**src/rtl/interp2_smoother_pkg.sv**
```systemverilog
// Shared types and defaults for the 2x interpolating smoother.
// INTERP_ROUND_EN (see interp2_midpoint) selects rounding of the odd outputs.
package interp_pkg;
    localparam int INTERP_W_DEFAULT = 8;

    typedef enum logic [1:0] {IDLE, EVEN, ODD} interp_state_t;
endpackage

```
**src/rtl/interp2_smoother_if.sv**
```systemverilog
// Sample-stream interface: valid/ready input side, valid/ready output side, shared clock enable.
interface interp2_smoother_if
    import interp_pkg::*;
#(
    parameter int W = INTERP_W_DEFAULT
) ();
    logic                ce;
    logic                in_valid;
    logic                in_ready;
    logic signed [W-1:0] din;
    logic                out_valid;
    logic                out_ready;
    logic signed [W-1:0] dout;

    modport master (
        output ce, in_valid, din, out_ready,
        input  in_ready, out_valid, dout
    );

    modport slave (
        input  ce, in_valid, din, out_ready,
        output in_ready, out_valid, dout
    );
endinterface

```
**src/rtl/interp2_smoother_midpoint.sv**
```systemverilog
// Combinational midpoint of two signed samples; INTERP_ROUND_EN rounds half toward +inf,
// otherwise the halving truncates toward -inf. The W+1 bit sum cannot overflow.
module interp2_midpoint #(
    parameter int W = 8
) (
    input  logic signed [W-1:0] a,
    input  logic signed [W-1:0] b,
    output logic signed [W-1:0] mid
);
    logic signed [W:0] sum;

    assign sum = {a[W-1], a} + {b[W-1], b};

`ifdef INTERP_ROUND_EN
    logic signed [W:0] sum_rnd;

    // Max sum+1 is 2^W-1, still representable in W+1 signed bits.
    assign sum_rnd = sum + $signed((W+1)'(1));
    assign mid     = W'(sum_rnd >>> 1);
`else
    assign mid = W'(sum >>> 1);
`endif
endmodule

```
**src/rtl/interp2_smoother.sv**
```systemverilog
// 2x upsampling interpolator: emits x[n], then the midpoint of x[n] and x[n+1].
// Odd-output rounding is selected by INTERP_ROUND_EN inside interp2_midpoint.
module interp2_smoother
    import interp_pkg::*;
#(
    parameter int W = INTERP_W_DEFAULT
) (
    input  logic               clk,
    input  logic               rst_n,
    interp2_smoother_if.slave  bus
);
    interp_state_t       state_reg, state_next;
    logic signed [W-1:0] prev_reg, prev_next;
    logic signed [W-1:0] cur_reg, cur_next;
    logic                cur_full_reg, cur_full_next;
    logic                out_valid_reg, out_valid_next;
    logic signed [W-1:0] dout_reg, dout_next;
    logic signed [W-1:0] mid_next;
    logic                in_ready_raw;
    logic                in_acc;
    logic                out_acc;

    assign in_ready_raw  = (state_reg == IDLE) ? 1'b1 : !cur_full_reg;
    assign bus.in_ready  = rst_n & bus.ce & in_ready_raw;
    assign bus.out_valid = bus.ce & out_valid_reg;
    assign bus.dout      = dout_reg;

    assign in_acc  = bus.ce & bus.in_valid & bus.in_ready;
    assign out_acc = bus.ce & bus.out_valid & bus.out_ready;

    always_comb begin
        state_next    = state_reg;
        prev_next     = prev_reg;
        cur_next      = cur_reg;
        cur_full_next = cur_full_reg;
        case (state_reg)
            IDLE: begin
                if (in_acc) begin
                    prev_next  = bus.din;
                    state_next = EVEN;
                end
            end
            EVEN: begin
                if (in_acc) begin
                    cur_next      = bus.din;
                    cur_full_next = 1'b1;
                end
                if (out_acc) state_next = ODD;
            end
            ODD: begin
                // in_acc needs cur_full=0 while out_acc needs cur_full=1, so they never coincide.
                if (in_acc) begin
                    cur_next      = bus.din;
                    cur_full_next = 1'b1;
                end
                if (out_acc) begin
                    prev_next     = cur_reg;
                    cur_full_next = 1'b0;
                    state_next    = EVEN;
                end
            end
            default: state_next = IDLE;
        endcase
    end

    interp2_midpoint #(.W(W)) u_mid (
        .a   (prev_next),
        .b   (cur_next),
        .mid (mid_next)
    );

    // Outputs are precomputed from the next-state values so they leave a register.
    always_comb begin
        out_valid_next = 1'b0;
        dout_next      = '0;
        case (state_next)
            EVEN: begin
                out_valid_next = 1'b1;
                dout_next      = prev_next;
            end
            ODD: begin
                out_valid_next = cur_full_next;
                dout_next      = mid_next;
            end
            default: begin
                out_valid_next = 1'b0;
                dout_next      = '0;
            end
        endcase
    end

    always_ff @(posedge clk or negedge rst_n) begin
        if (!rst_n) begin
            state_reg     <= IDLE;
            prev_reg      <= '0;
            cur_reg       <= '0;
            cur_full_reg  <= 1'b0;
            out_valid_reg <= 1'b0;
            dout_reg      <= '0;
        end else begin
            state_reg     <= state_next;
            prev_reg      <= prev_next;
            cur_reg       <= cur_next;
            cur_full_reg  <= cur_full_next;
            out_valid_reg <= out_valid_next;
            dout_reg      <= dout_next;
        end
    end
endmodule
```
**src/flat_wrapper.sv**
```systemverilog
// flat-port wrapper written by rule: the top's interface ports become plain ports
module interp2_smoother_flat import interp_pkg::*;
#(
    parameter int W = INTERP_W_DEFAULT
)
  (clk, rst_n, bus_ce, bus_in_valid, bus_din, bus_out_ready, bus_in_ready, bus_out_valid, bus_dout);
  interp2_smoother_if #(.W(W)) bus_i ();
  input  logic clk;
  input  logic rst_n;
  input wire logic [$bits(bus_i.ce)-1:0] bus_ce;
  input wire logic [$bits(bus_i.in_valid)-1:0] bus_in_valid;
  input wire logic [$bits(bus_i.din)-1:0] bus_din;
  input wire logic [$bits(bus_i.out_ready)-1:0] bus_out_ready;
  output wire logic [$bits(bus_i.in_ready)-1:0] bus_in_ready;
  output wire logic [$bits(bus_i.out_valid)-1:0] bus_out_valid;
  output wire logic [$bits(bus_i.dout)-1:0] bus_dout;
  assign bus_i.ce = bus_ce;
  assign bus_i.in_valid = bus_in_valid;
  assign bus_i.din = bus_din;
  assign bus_i.out_ready = bus_out_ready;
  assign bus_in_ready = bus_i.in_ready;
  assign bus_out_valid = bus_i.out_valid;
  assign bus_dout = bus_i.dout;
  interp2_smoother #(.W(W)) u_core (.clk(clk), .rst_n(rst_n), .bus(bus_i));
endmodule
```
**config.mk**
```make
export PLATFORM = sky130hd
export DESIGN_NAME = interp2_smoother_flat
export DESIGN_NICKNAME = d
export VERILOG_FILES = /design/src/rtl/interp2_smoother_pkg.sv /design/src/rtl/interp2_smoother_if.sv /design/src/rtl/interp2_smoother_midpoint.sv /design/src/rtl/interp2_smoother.sv /design/src/flat_wrapper.sv
export SDC_FILE = /design/constraint.sdc
export NUM_CORES = 1
export LEC_CHECK = 0
export CAP_MARGIN = 20
export CELL_PAD_IN_SITES_DETAIL_PLACEMENT = 0
export CELL_PAD_IN_SITES_GLOBAL_PLACEMENT = 1
export CORE_MARGIN = 5
export CORE_UTILIZATION = 42
export CTS_CLUSTER_DIAMETER = 100
export DETAILED_ROUTE_END_ITERATION = 16
export HOLD_SLACK_MARGIN = 0.05
export PLACE_DENSITY = 0.85
export SLEW_MARGIN = 20
export SYNTH_ARGS = -nofsm -noshare
export SYNTH_HDL_FRONTEND = slang
export SYNTH_SLANG_ARGS = --single-unit
```
**constraint.sdc**
```tcl
create_clock -name clk -period 3.9 [get_ports clk]
set_input_delay 0.975 -clock clk [delete_from_list [all_inputs] [get_ports clk]]
set_output_delay 0.975 -clock clk [all_outputs]
set_load 0.005 [all_outputs]
```
# Word level (Yosys, flattened, before mapping)
# Cells that the tools add are included.
dict set report word_totals {
  register_bits 28
  input_bits 13
  output_inout_bits 10
  word_cells 36
}
dict set report op_classes {
  n_addsub 1
  eq_ne 4
  muxes 15
  bitwise_logic 7
  reduce_logical 3
}
# cell n
set ops {}
lappend ops {{$mux W8} 4}
lappend ops {{$pmux W8 S2} 2}
lappend ops {{$add A8 B8 Y9} 1}
lappend ops {{$and A1 B1 Y1} 7}
lappend ops {{$mux W2} 3}
lappend ops {{$pmux W2 S3} 1}
lappend ops {{$eq A2 B1 Y1 const B} 2}
lappend ops {{$eq A2 B2 Y1 const B} 2}
lappend ops {{$pmux W1 S2} 2}
lappend ops {{$mux W1} 3}
lappend ops {{$logic_not A2 Y1} 1}
lappend ops {{$reduce_or A2 Y1} 1}
lappend ops {{$logic_not A1 Y1} 1}

# Depth between registers and ports, before layout
# Gate-level depths: netlist of the first run.
dict set report logic_depth {
  ltp_word 8
  depth_mapped 14
  depth_no_buf 13
}

# Cells and area by module
# Synthesis of the first run repeated with hierarchy kept, for this count alone.
dict set report unflattened {
  hier_cells 154
  area_unflattened_um2 1762.9
}
# module n_inst cells_per_inst area_each_um2 seq_area_each_um2
set by_module_without_submodules {}
lappend by_module_without_submodules {interp2_smoother 1 111 1428.9 700.7}
lappend by_module_without_submodules {interp2_midpoint 1 43 334.1 0.0}

# Least setup slack after synthesis of the first run
# No wires, ideal clock.
dict set report synth_path {
  path_kind {input to register}
  startpoint {in bus_out_ready}
  endpoint {reg u_core.dout_reg[5] (netlist: u_core.bus.dout[5])}
  setup_ps 130
  t_arrival_ps 3279
  required_time_ps 3770
  path_slack_ps 490
  stages 12
  n_path_buf 1
  path_cell_list {and4_1 buf_6 a22o_2 a21o_4 and2_2 fa_1 a21o_1 a21oi_1 o21bai_1 a211o_1 a32oi_1 nor2_1}
}
dict set report synth_between {
  elab_chain_len 5
  elab_cells_between_ends 10
  classes_between {add/sub: 1; eq/ne: 2; mux: 6; bitwise: 1}
}
# element line_no
set synth_lines {}
lappend synth_lines {{from (decl)} flat_wrapper.sv:13} ;# input wire logic [$bits(bus_i.out_ready)-1:0] bus_out_ready;
lappend synth_lines {{$and A1 B1 Y1} interp2_smoother.sv:29} ;# assign out_acc = bus.ce & bus.out_valid & bus.out_ready;
lappend synth_lines {{$mux W8} interp2_smoother.sv:56} ;# if (out_acc) begin
lappend synth_lines {{$pmux W8 S2} interp2_smoother.sv:36} ;# case (state_reg)
lappend synth_lines {{via u_core.prev_next[0]} interp2_smoother.sv:13} ;# logic signed [W-1:0] prev_reg, prev_next;
lappend synth_lines {{$add A8 B8 Y9} interp2_smoother_midpoint.sv:12} ;# assign sum = {a[W-1], a} + {b[W-1], b};
lappend synth_lines {{$pmux W8 S2} interp2_smoother.sv:76} ;# case (state_next)
lappend synth_lines {{via u_core.dout_next[5]} interp2_smoother.sv:17} ;# logic signed [W-1:0] dout_reg, dout_next;
lappend synth_lines {{to (signal assigned)} interp2_smoother.sv:106} ;# dout_reg <= dout_next;
lappend synth_lines {{to (decl)} interp2_smoother.sv:17}
# The timed path passes the listed nets, and every way through them passes these cells.

# Final worst setup path of the first run
dict set report layout_path {
  startpoint {in rst_n}
  endpoint {reg u_core.dout_reg[5] (netlist: u_core.bus.dout[5])}
}
dict set report layout_between {
  elab_chain_len 7
  elab_cells_between_ends 13
  classes_between {add/sub: 1; eq/ne: 2; mux: 7; bitwise: 3}
}
# element line_no
set layout_lines {}
lappend layout_lines {{from (decl)} flat_wrapper.sv:9} ;# input logic rst_n;
lappend layout_lines {{$and A1 B1 Y1 (2 in series)} interp2_smoother.sv:24} ;# assign bus.in_ready = rst_n & bus.ce & in_ready_raw;
lappend layout_lines {{$and A1 B1 Y1} interp2_smoother.sv:28} ;# assign in_acc = bus.ce & bus.in_valid & bus.in_ready;
lappend layout_lines {{$mux W8} {interp2_smoother.sv:44, interp2_smoother.sv:52}}
lappend layout_lines {{$mux W8} --}
lappend layout_lines {{via u_core.cur_next[0]} interp2_smoother.sv:14} ;# logic signed [W-1:0] cur_reg, cur_next;
lappend layout_lines {{$add A8 B8 Y9} interp2_smoother_midpoint.sv:12}
lappend layout_lines {{$pmux W8 S2} interp2_smoother.sv:76}
lappend layout_lines {{via u_core.dout_next[5]} interp2_smoother.sv:17}
# The timed path passes the listed nets, and every way through them passes these cells.

==> results of run 1 <==
metrics by stage:
stage	setup slack (ns)	setup TNS [ns]	total power, W
3_3_place_gp	0.00387	0	0.00129
3_5_place_dp	-0.0851	-0.121	0.00133
2_1_floorplan	0.490	0	0.00104
5_1_grt	0.0311	0	0.00164
4_1_cts	0.215	0	0.00152
6_report	0.213	0	0.00152
final timing paths:
path / startpoint / to
worst max-delay path: rst_n / u_core.bus.dout[5]
worst min-delay path: u_core.prev_reg[3] / u_core.prev_reg[3]
worst max register to register: u_core.state_reg[0] / u_core.bus.dout[5]
worst min register to register: u_core.prev_reg[3] / u_core.prev_reg[3]
max in group asynchronous: rst_n / u_core.bus.dout[4]
min in group asynchronous: rst_n / u_core.out_valid_reg
metal layers:
metal  wire length [µm]  vias up  global-route usage, %  share of wire [%]
met1               1740      661                   20.6                 43
li1                   -      654                      -                  -
met4                 65        0                   5.53                1.6
met2               2040       41                   29.1                 51
met3                169        8                   1.93                4.2
met5                  0        -                      0                  0
kinds of logic after synthesis:
kind of cell	Yosys count	share of synthesized area (%)
fa+ha+maj	14	10.9
flops	28	41.9
simple gates	56	17.4
mux	8	5.62
buf+inv	12	3.67
compound gates	41	19.4
xor+xnor	2	1.05
synthesized netlist by cell type, types with 3 or more instances:
| cell | number |
|---|---|
| nand2_1 | 23 |
| ha_1 | 13 |
| dfrtp_1 | 28 |
| nor2b_1 | 3 |
| o21ai_0 | 5 |
| nand4_1 | 3 |
| nand2b_1 | 3 |
| a22oi_1 | 11 |
| nor2_1 | 7 |
| mux2_2 | 7 |
| and3_1 | 4 |
| inv_1 | 7 |
| a21oi_1 | 9 |
| nand3_1 | 3 |
final cells by class:
class | instances | area share [%]
inverter | 7 | 1.27
sequential | 28 | 33.8
clock buffer | 4 | 2.66
multi-input combinational | 121 | 43.9
timing repair buffer | 35 | 15.3
tap | 50 | 3.02
report_power, final:
| part | internal (W) | switching [W] | leakage [nW] |
|---|---|---|---|
| combinational | 0.000400 | 0.000500 | 0.575 |
| clock | 0.0000905 | 0.0000905 | 0.0288 |
| sequential | 0.000388 | 0.0000477 | 0.370 |
worst min-delay path, stage by stage, from the launching register on:
cell     delay (ns)
dfrtp_1        0.33
nand2_1        0.04
nand2_1        0.09
==> results by group, run 1 <==
Placed design
  • Port Buf Inserts: 22
  • Hpwl dp: 3.07 mm
  • Placed cell areas: 0.00202 mm²
  • Inst Count DP: 241
  • GPL Wtd Cong: 0.855

Critical path
  • Crit Path Category: in2reg
  • Worst Path Max Fanout: 5
  • Worst path depth: 12
  • Crit start category: primary input
  • Delay-heaviest family, CP: compound AO/OA/AOI/OAI gates
  • Reg2Reg Depth: 13
  • Worst-path cell chain: clkdlybuf4s50_1, and3_1, nand3_2, mux2_4, and2_2, fa_1, a21o_1, a21oi_1, o21bai_1, a211o_1, a32oi_1, nor2_1
  • Critical path required time: 4.06 ns
  • Buf/Inv on CP: 1
  • CP Capture Type: flip-flop
  • CP max-delay cell: clkdlybuf4s50_1
  • R2r setup slk: 0.68 ns
  • Worst path max stage delay: 0.58 ns
  • Worst Path Arrival: about 3.9 ns

STA
  • Max_slew headroom: about three quarters
  • Final hold violation count: 0
  • Pins Over Slew Limit: 0
  • Peak Freq: ~270 MHz
  • Clk_skew: 0.00559 ns
  • Fin Hold WS: about 0.51 ns
  • Final setup violation count: 0
  • Period minus WS final: 3.69 ns
  • Worst slew pin tran: 0.354 ns
  • RSZ-0062 raised after global routing: false
  • Tcrit/Tclk final: between 90 and 100%

CTS
  • Cts repair resizes: 0
  • Cts hold-fix bufs: 0
  • Total CTS buffers: 3
  • Clock transition at the registers of the reported paths: 0.10 ns
  • Post-CTS setup buffer count: 0
  • TritonCTS Sinks: 28
  • CTS HTree Levels: 1
  • CTS tree: done
  • Worst-Skew Late Latency: about 0.28 ns
  • Root buf cell: clkbuf_8
  • Clock Tree Buf Depth: 2

Layout
  • Fillers: 366
  • Layout cells sized above 1: between 10% and 20%
  • Leading cell type in the layout, fill and taps excluded: dfrtp_1
  • Layout Utilization: around 53%
  • Commonest non-fill, non-tap cells in the layout: dfrtp_1 (28), nand2_1 (23), clkdlybuf4s50_1 (22), ha_1 (13), buf_4 (13)
  • FF/Latch Area: 701 µm²
  • Area of the multi-input gates: 908 µm²
  • Final Cell Area: 0.00207 mm²
  • Nets: 223
  • Final std cells w/o fill: 245
  • Diode count: 0
  • Area delta synth->final: 24.0%

Synth
  • Syn Std Cell Area: roughly 0.0017 mm²
  • Post-Synthesis Net Count: 188
  • Post-synth EDFFs: 0
  • Post-Synthesis Cells: 161
  • Post-synth top flop: dfrtp_1
  • Mapped Avg Cell Area: 10.4 µm²
  • Register area share after synthesis: 41.9%
  • Synth Register Bits: 28
  • Async SR Flop Fraction: 100%
  • YS warnings: 0
  • Post-synth top area cell: dfrtp_1
  • Top-area cell type share of the netlist area: 41.9%
  • Ranking of synthesized cells by area: dfrtp_1 (42%), ha_1 (9.7%), nand2_1 (5.2%)
  • Synth cell types: 44

Die
  • DIE WIDTH: 73.1 µm
  • Io pins: 23
  • Starting Density: 42.7%
  • DIE AREA: 0.00534 mm²
  • Chip height: 73.1 µm
  • CORE AREA: 0.00391 mm²
  • # rows: 23

GRT
  • Global-route wire length before repair: 6.93 mm
  • Largest net degree at the start of global routing: 25
  • GR Util All Layers: 16.5%
  • Grt ovf: 0
  • Vias in the first global route: 1,500
  • Initial antenna violation count: 0

Detailed routing
  • Post-DRT Antenna Nets: 0
  • Vias per cell: approximately 5.6
  • DRT iter0 DRCs: 42
  • Routed via count: 1,364
  • Drt first pass iters: 4
  • Post-Route WL: ~4.0 mm
  • Drt wl/cell: 16.4 µm
  • Post-route DRC violation count: 0

Pwr
  • Peak supply drop: 0.000248 V
  • Power per cell area: 733 mW/mm²
  • Leak Pwr: 0.974 nW

Hold path
  • Hold path depth: 2
  • Min-delay worst type: reg2reg

Flow run
  • Max-cap violations: 0

Status
  • Outcome: finished, final reports clean
No activity file was read; power rests on OpenSTA's default activity.
==> inputs of run 2 (changes only) <==
--- a/config.mk
+++ b/config.mk
@@ -14,6 +14,8 @@
 export DETAILED_ROUTE_END_ITERATION = 16
 export HOLD_SLACK_MARGIN = 0.05
 export PLACE_DENSITY = 0.85
+export RECOVER_POWER = 25
+export REMOVE_ABC_BUFFERS = 1
 export SLEW_MARGIN = 20
 export SYNTH_ARGS = -nofsm -noshare
 export SYNTH_HDL_FRONTEND = slang
==> run 2 against run 1 <==
Setup slack got worse by 0.0071 ns. Non-clock buffer count rose by 2. Die area did not move. Largest power group unchanged. Global-route usage fell by 0.40 points. Utilization rose by 0.35 points. Via count fell by 0.29%. Power rose by 2.9%. Final cell count rose by 0.82%. Clock skew fell by 0.0012 ns. Register-to-register slack got worse by 0.02 ns. Clock-buffer cell count fell by 1.
==> results by group, run 2 (synthesis results as in run 1) <==
Critical path
  • Critical path required time: 4.05 ns
  • Crit Path Category: in2reg
  • R2r startpoint: u_core.state_reg[0]
  • Worst Path Max Fanout: 7
  • R2r setup slk: 0.66 ns
  • Crit start category: primary input
  • CP Capture Type: flip-flop
  • CP max-delay cell: clkdlybuf4s50_1
  • Worst Path Arrival: 3.85 ns
  • Critical R2R Capture: u_core.bus.dout[5]
  • Reg2Reg Depth: 13
  • Worst-path cell chain: clkdlybuf4s50_1, and3_1, nand3_2, mux2_4, and2_2, fa_1, a21o_1, a21oi_1, o21bai_1, a211o_1, a32oi_1, nor2_1
  • Crit. Startpoint: bus_ce
  • Worst path max stage delay: roughly 0.56 ns

Die
  • DIE WIDTH: 73.1 µm
  • CORE AREA: 0.00391 mm²
  • DIE AREA: between 0.005 and 0.006 mm²
  • # rows: 23
  • Starting Density: 42.7%
  • Io pins: 23
  • Chip height: about 73 µm

Placed design
  • Inst Count DP: ~240
  • Port Buf Inserts: 22
  • GPL Wtd Cong: roughly 0.86
  • Hpwl dp: 3.01 mm
  • Pre-CTS WS: -0.0986 ns

STA
  • Tcrit/Tclk final: 94.7%
  • Pins Over Slew Limit: 0
  • Worst slew pin tran: 1.10 ns
  • Period minus WS final: 3.69 ns
  • Fin Hold WS: between 0.5 and 0.6 ns
  • Clk_skew: 0.00435 ns
  • Peak Freq: between 200 and 300 MHz
  • Worst setup margin: 0.206 ns
  • Max_slew headroom: 26.7%
  • Final setup violation count: 0
  • Final hold violation count: 0
  • RSZ-0062 raised after global routing: false
  • TNS Setup: 0 ns

CTS
  • CTS HTree Levels: 1
  • Worst-Skew Late Latency: 0.27 ns
  • Post-CTS setup buffer count: 0
  • Clock Tree Buf Depth: 2
  • CTS tree: done
  • Cts hold-fix bufs: 0
  • TritonCTS Sinks: 28
  • Root buf cell: clkbuf_8
  • Total CTS buffers: 3
  • Clock transition at the registers of the reported paths: 0.09 ns

Layout
  • Leading cell type in the layout, fill and taps excluded: dfrtp_1
  • Area of the multi-input gates: 908 µm²
  • Nets: 225
  • Layout cells sized above 1: 15.7%
  • Final std cells w/o fill: 247
  • FF/Latch Area: between 700 and 800 µm²
  • Fillers: 370
  • Diode count: 0
  • Area delta synth->final: 24.8%
  • Commonest non-fill, non-tap cells in the layout: dfrtp_1 (28), nand2_1 (23), clkdlybuf4s50_1 (21), ha_1 (13), buf_4 (12)
  • Layout Utilization: between 50% and 60%

Hold path
  • Hold path depth: 2
  • Min-delay worst type: reg2reg
  • WHS Endpoint: u_core.prev_reg[7]
  • Hold Startpoint: u_core.prev_reg[7]

Detailed routing
  • Drt first pass iters: 5
  • Post-Route WL: approximately 3.9 mm
  • DRT iter0 DRCs: 60
  • Post-DRT Antenna Nets: 0
  • Drt wl/cell: 15.6 µm
  • Post-route DRC violation count: 0
  • Vias per cell: about 5.5
  • Routed via count: between 1k and 1.5k

GRT
  • Initial antenna violation count: 0
  • Largest net degree at the start of global routing: 22
  • Global-route wire length before repair: 6.68 mm
  • Vias in the first global route: 1,464
  • Grt ovf: 0
  • GR Util All Layers: 16.1%

Pwr
  • Peak supply drop: 0.000306 V
  • Power per cell area: 749 mW/mm²
  • Leak Pwr: 0.977 nW

Status
  • Outcome: finished, final reports clean

Flow run
  • Max-cap violations: 0
## run 2: cell count changes in the layout (fill, tap and decap cells not counted)
cell | before | now
clkbuf_1 | 0 | 4
bufinv_16 | 0 | 1
buf_4 | 13 | 12
clkdlybuf4s50_1 | 22 | 21
clkbuf_8 | 4 | 3
## run 2: power by group
| group | switching (W) | internal [W] |
|---|---|---|
| Combinational | 0.000504 | 0.000397 |
| Sequential | 0.0000469 | 0.000388 |
| Clock | 0.0000885 | 0.000137 |
## run 2: timing repair
item	in CTS	in global routing
endpoints found under the setup margin	0	1
resized for setup	0	1
hold endpoints to repair	0	0
## run 2: final cells by class
type                            count  share of cell area (%)
Multi-Input combinational cell    121                    43.6
Sequential cell                    28                    33.6
Timing Repair Buffer               37                    15.1
Tap cell                           50                    3.00
Clock buffer                        3                    1.98
Clock inverter                      1                    1.44
Inverter                            7                    1.26
## run 2: worst max-delay path, delay by kind of cell
family	cells	cell delay [ns]
AOI/OAI and AO/OA	5	0.97
muxes	1	0.34
adders and majority gates	1	0.39
and+or+nand+nor	4	0.61
buffers and inverters	1	0.56
## run 2: worst max path at each step
stage                     cells after the start                  to
final                                        12  u_core.bus.dout[5]
after global routing                         12  u_core.bus.dout[5]
after CTS                                    12  u_core.bus.dout[5]
after detailed placement                     12  u_core.bus.dout[5]
after global placement                       12  u_core.bus.dout[5]
after floorplan                              11  u_core.bus.dout[5]
## run 2: routing by layer
| metal | GRT usage, % | wire length (µm) |
|---|---|---|
| met5 | 0 | 0 |
| met3 | 2.89 | 195 |
| met1 | 20.3 | 1750 |
| met2 | 27.3 | 1880 |
| met4 | 5.53 | 45 |
## run 2: through the flow
| stage | total power [W] | cell area (µm²) |
|---|---|---|
| CTS | 0.00156 | 2100 |
| global placement | 0.00130 | 2030 |
| detailed placement | 0.00133 | 2030 |
| finish | 0.00156 | 2080 |
| global route | 0.00169 | 2080 |
| floorplan | 0.00104 | 1640 |
==> inputs of run 3 (changes only) <==
--- a/config.mk
+++ b/config.mk
@@ -9,11 +9,12 @@
 export CELL_PAD_IN_SITES_DETAIL_PLACEMENT = 0
 export CELL_PAD_IN_SITES_GLOBAL_PLACEMENT = 1
 export CORE_MARGIN = 5
-export CORE_UTILIZATION = 42
+export CORE_UTILIZATION = 44
+export CTS_BUF_LIST = sky130_fd_sc_hd__clkbuf_2
 export CTS_CLUSTER_DIAMETER = 100
 export DETAILED_ROUTE_END_ITERATION = 16
 export HOLD_SLACK_MARGIN = 0.05
-export PLACE_DENSITY = 0.85
+export PLACE_DENSITY = 0.88
 export RECOVER_POWER = 25
 export REMOVE_ABC_BUFFERS = 1
 export SLEW_MARGIN = 20
==> run 3 against run 2 <==
Fmax grew 1.5%. Utilization is 2.5 points higher. Register-to-register slack barely moved. Global-route usage hardly changed. Clock-buffer cell count did not move. Combinational power about the same. Power down 3.2%.
==> results by group, run 3 (synthesis results as in run 1) <==
STA
  • RSZ-0062 raised after global routing: false
  • TNS Setup: 0 ns
  • Worst slew pin tran: 1.23 ns
  • Tcrit/Tclk final: between 90% and 100%
  • Final setup violation count: 0
  • Period minus WS final: 3.64 ns
  • Max_slew headroom: approximately 18%
  • Clk_skew: approximately 0.014 ns
  • Worst setup margin: between 0.2 and 0.3 ns
  • Pins Over Slew Limit: 0
  • Peak Freq: 275 MHz
  • Final hold violation count: 0

CTS
  • CTS HTree Levels: 1
  • Worst-Skew Late Latency: 0.38 ns
  • Total CTS buffers: 3
  • Clock transition at the registers of the reported paths: 0.25 ns
  • Post-CTS setup buffer count: 0
  • CTS tree: done
  • Clock Tree Buf Depth: 2
  • Root buf cell: clkbuf_2
  • TritonCTS Sinks: 28
  • Cts hold-fix bufs: 0
  • Cts repair resizes: 0

Detailed routing
  • Drt first pass iters: 4
  • DRT iter0 DRCs: 79
  • Vias per cell: ~5.6
  • Post-DRT Antenna Nets: 0
  • Post-Route WL: a little under 4 mm
  • Routed via count: 1,353
  • Drt wl/cell: about 16 µm
  • Post-route DRC violation count: 0

Placed design
  • Inst Count DP: around 240
  • Port Buf Inserts: 22
  • GPL Wtd Cong: about 0.89
  • Placed cell areas: 0.00201 mm²
  • Pre-CTS WS: -0.0420 ns
  • Hpwl dp: 3.01 mm

Die
  • Chip height: 71.6 µm
  • # rows: 22
  • CORE AREA: between 0.003 and 0.004 mm²
  • Starting Density: 45.6%
  • DIE AREA: approximately 0.0051 mm²
  • Io pins: 23
  • DIE WIDTH: around 72 µm

Layout
  • Final std cells w/o fill: 242
  • Diode count: 0
  • Layout Utilization: between 50% and 60%
  • Final Cell Area: 0.00204 mm²
  • Layout cells sized above 1: around 15%
  • Area delta synth->final: 22.3%
  • Commonest non-fill, non-tap cells in the layout: dfrtp_1 (28), nand2_1 (23), clkdlybuf4s50_1 (21), ha_1 (13), a22oi_1 (11)
  • Nets: between 200 and 250
  • Leading cell type in the layout, fill and taps excluded: dfrtp_1

Critical path
  • Worst-path cell chain: dlygate4sd3_1, clkbuf_1, and3_1, clkdlybuf4s50_1
  • Crit Path Category: in2out
  • Worst Path Arrival: around 2.7 ns
  • Worst Path Max Fanout: 7
  • R2r startpoint: u_core.state_reg[0]
  • R2r setup slk: 0.67 ns
  • Critical R2R Capture: u_core.bus.dout[5]
  • Crit start category: primary input
  • CP Capture Type: output pin
  • Critical path required time: 2.92 ns
  • Worst path max stage delay: between 0.6 and 0.7 ns
  • CP max-delay cell: dlygate4sd3_1
  • Reg2Reg Depth: 13

Pwr
  • Peak supply drop: around 0.00034 V
  • Leak Pwr: 0.960 nW
  • Power per cell area: 740 mW/mm²

Status
  • Outcome: finished, final reports clean

GRT
  • Grt ovf: 0
  • Vias in the first global route: about 1.4k
  • GR Util All Layers: roughly 16%
  • Global-route wire length before repair: 6.64 mm
  • Initial antenna violation count: 0
  • Largest net degree at the start of global routing: 23

Hold path
  • Hold path depth: 2
  • Min-delay worst type: reg2reg
  • WHS Endpoint: u_core.prev_reg[3]
  • Hold Startpoint: u_core.prev_reg[3]

Flow run
  • Max-cap violations: 0
## run 3: changes by cell type in the layout (fill, tap and decap cells not counted), sizes merged
| cell | before | now |
|---|---|---|
| dlygate4sd3 | 0 | 1 |
| buf | 12 | 10 |
| clkbuf | 7 | 5 |
## run 3: per-stage QoR
stage / hold WS [ns] / total power [W]
after global routing: 0.572 / 0.00162
final: 0.540 / 0.00151
after detailed placement: 0.490 / 0.00132
after CTS: 0.546 / 0.00151
after floorplan: 0.457 / 0.00104
after global placement: 0.481 / 0.00129
## run 3: worst max path at each step
stage | cells after the start | to | slack [ns] | from
global placement | 12 | u_core.bus.dout[5] | 0.04 | rst_n
detailed placement | 12 | u_core.bus.dout[5] | -0.04 | bus_ce
CTS | 12 | u_core.bus.dout[5] | 0.42 | bus_ce
global route | 12 | u_core.bus.dout[7] | 0.16 | rst_n
finish | 4 | bus_in_ready | 0.26 | rst_n
floorplan | 11 | u_core.bus.dout[5] | 0.50 | bus_out_ready
## run 3: area by class of cell
class / count / area [µm²]
clock inverters: 1 / 30.0
clock buffers: 3 / 15.0
inverters: 7 / 26.3
flip-flops and latches: 28 / 701
fillers: 324 / 1620
well taps: 48 / 60.1
repair buffers: 34 / 303
multi-input cells: 121 / 908
## run 3: per-layer routing
layer / GRT usage (%) / part of all wire [%] / vias up
met4: 3.76 / 1.1 / 0
met5: 0 / 0 / -
met1: 22.9 / 47 / 658
met3: 2.10 / 4.5 / 5
li1: - / - / 650
met2: 25.8 / 47 / 40
## run 3: critical path, delay by kind of cell
kind,cells,cell delay [ns]
buffers and inverters,3,1.47
and+or+nand+nor,1,0.22
## run 3: power breakdown
| part | internal, W | switching [W] |
|---|---|---|
| clock | 0.0000882 | 0.0000892 |
| sequential | 0.000387 | 0.0000476 |
| combinational | 0.000399 | 0.000500 |
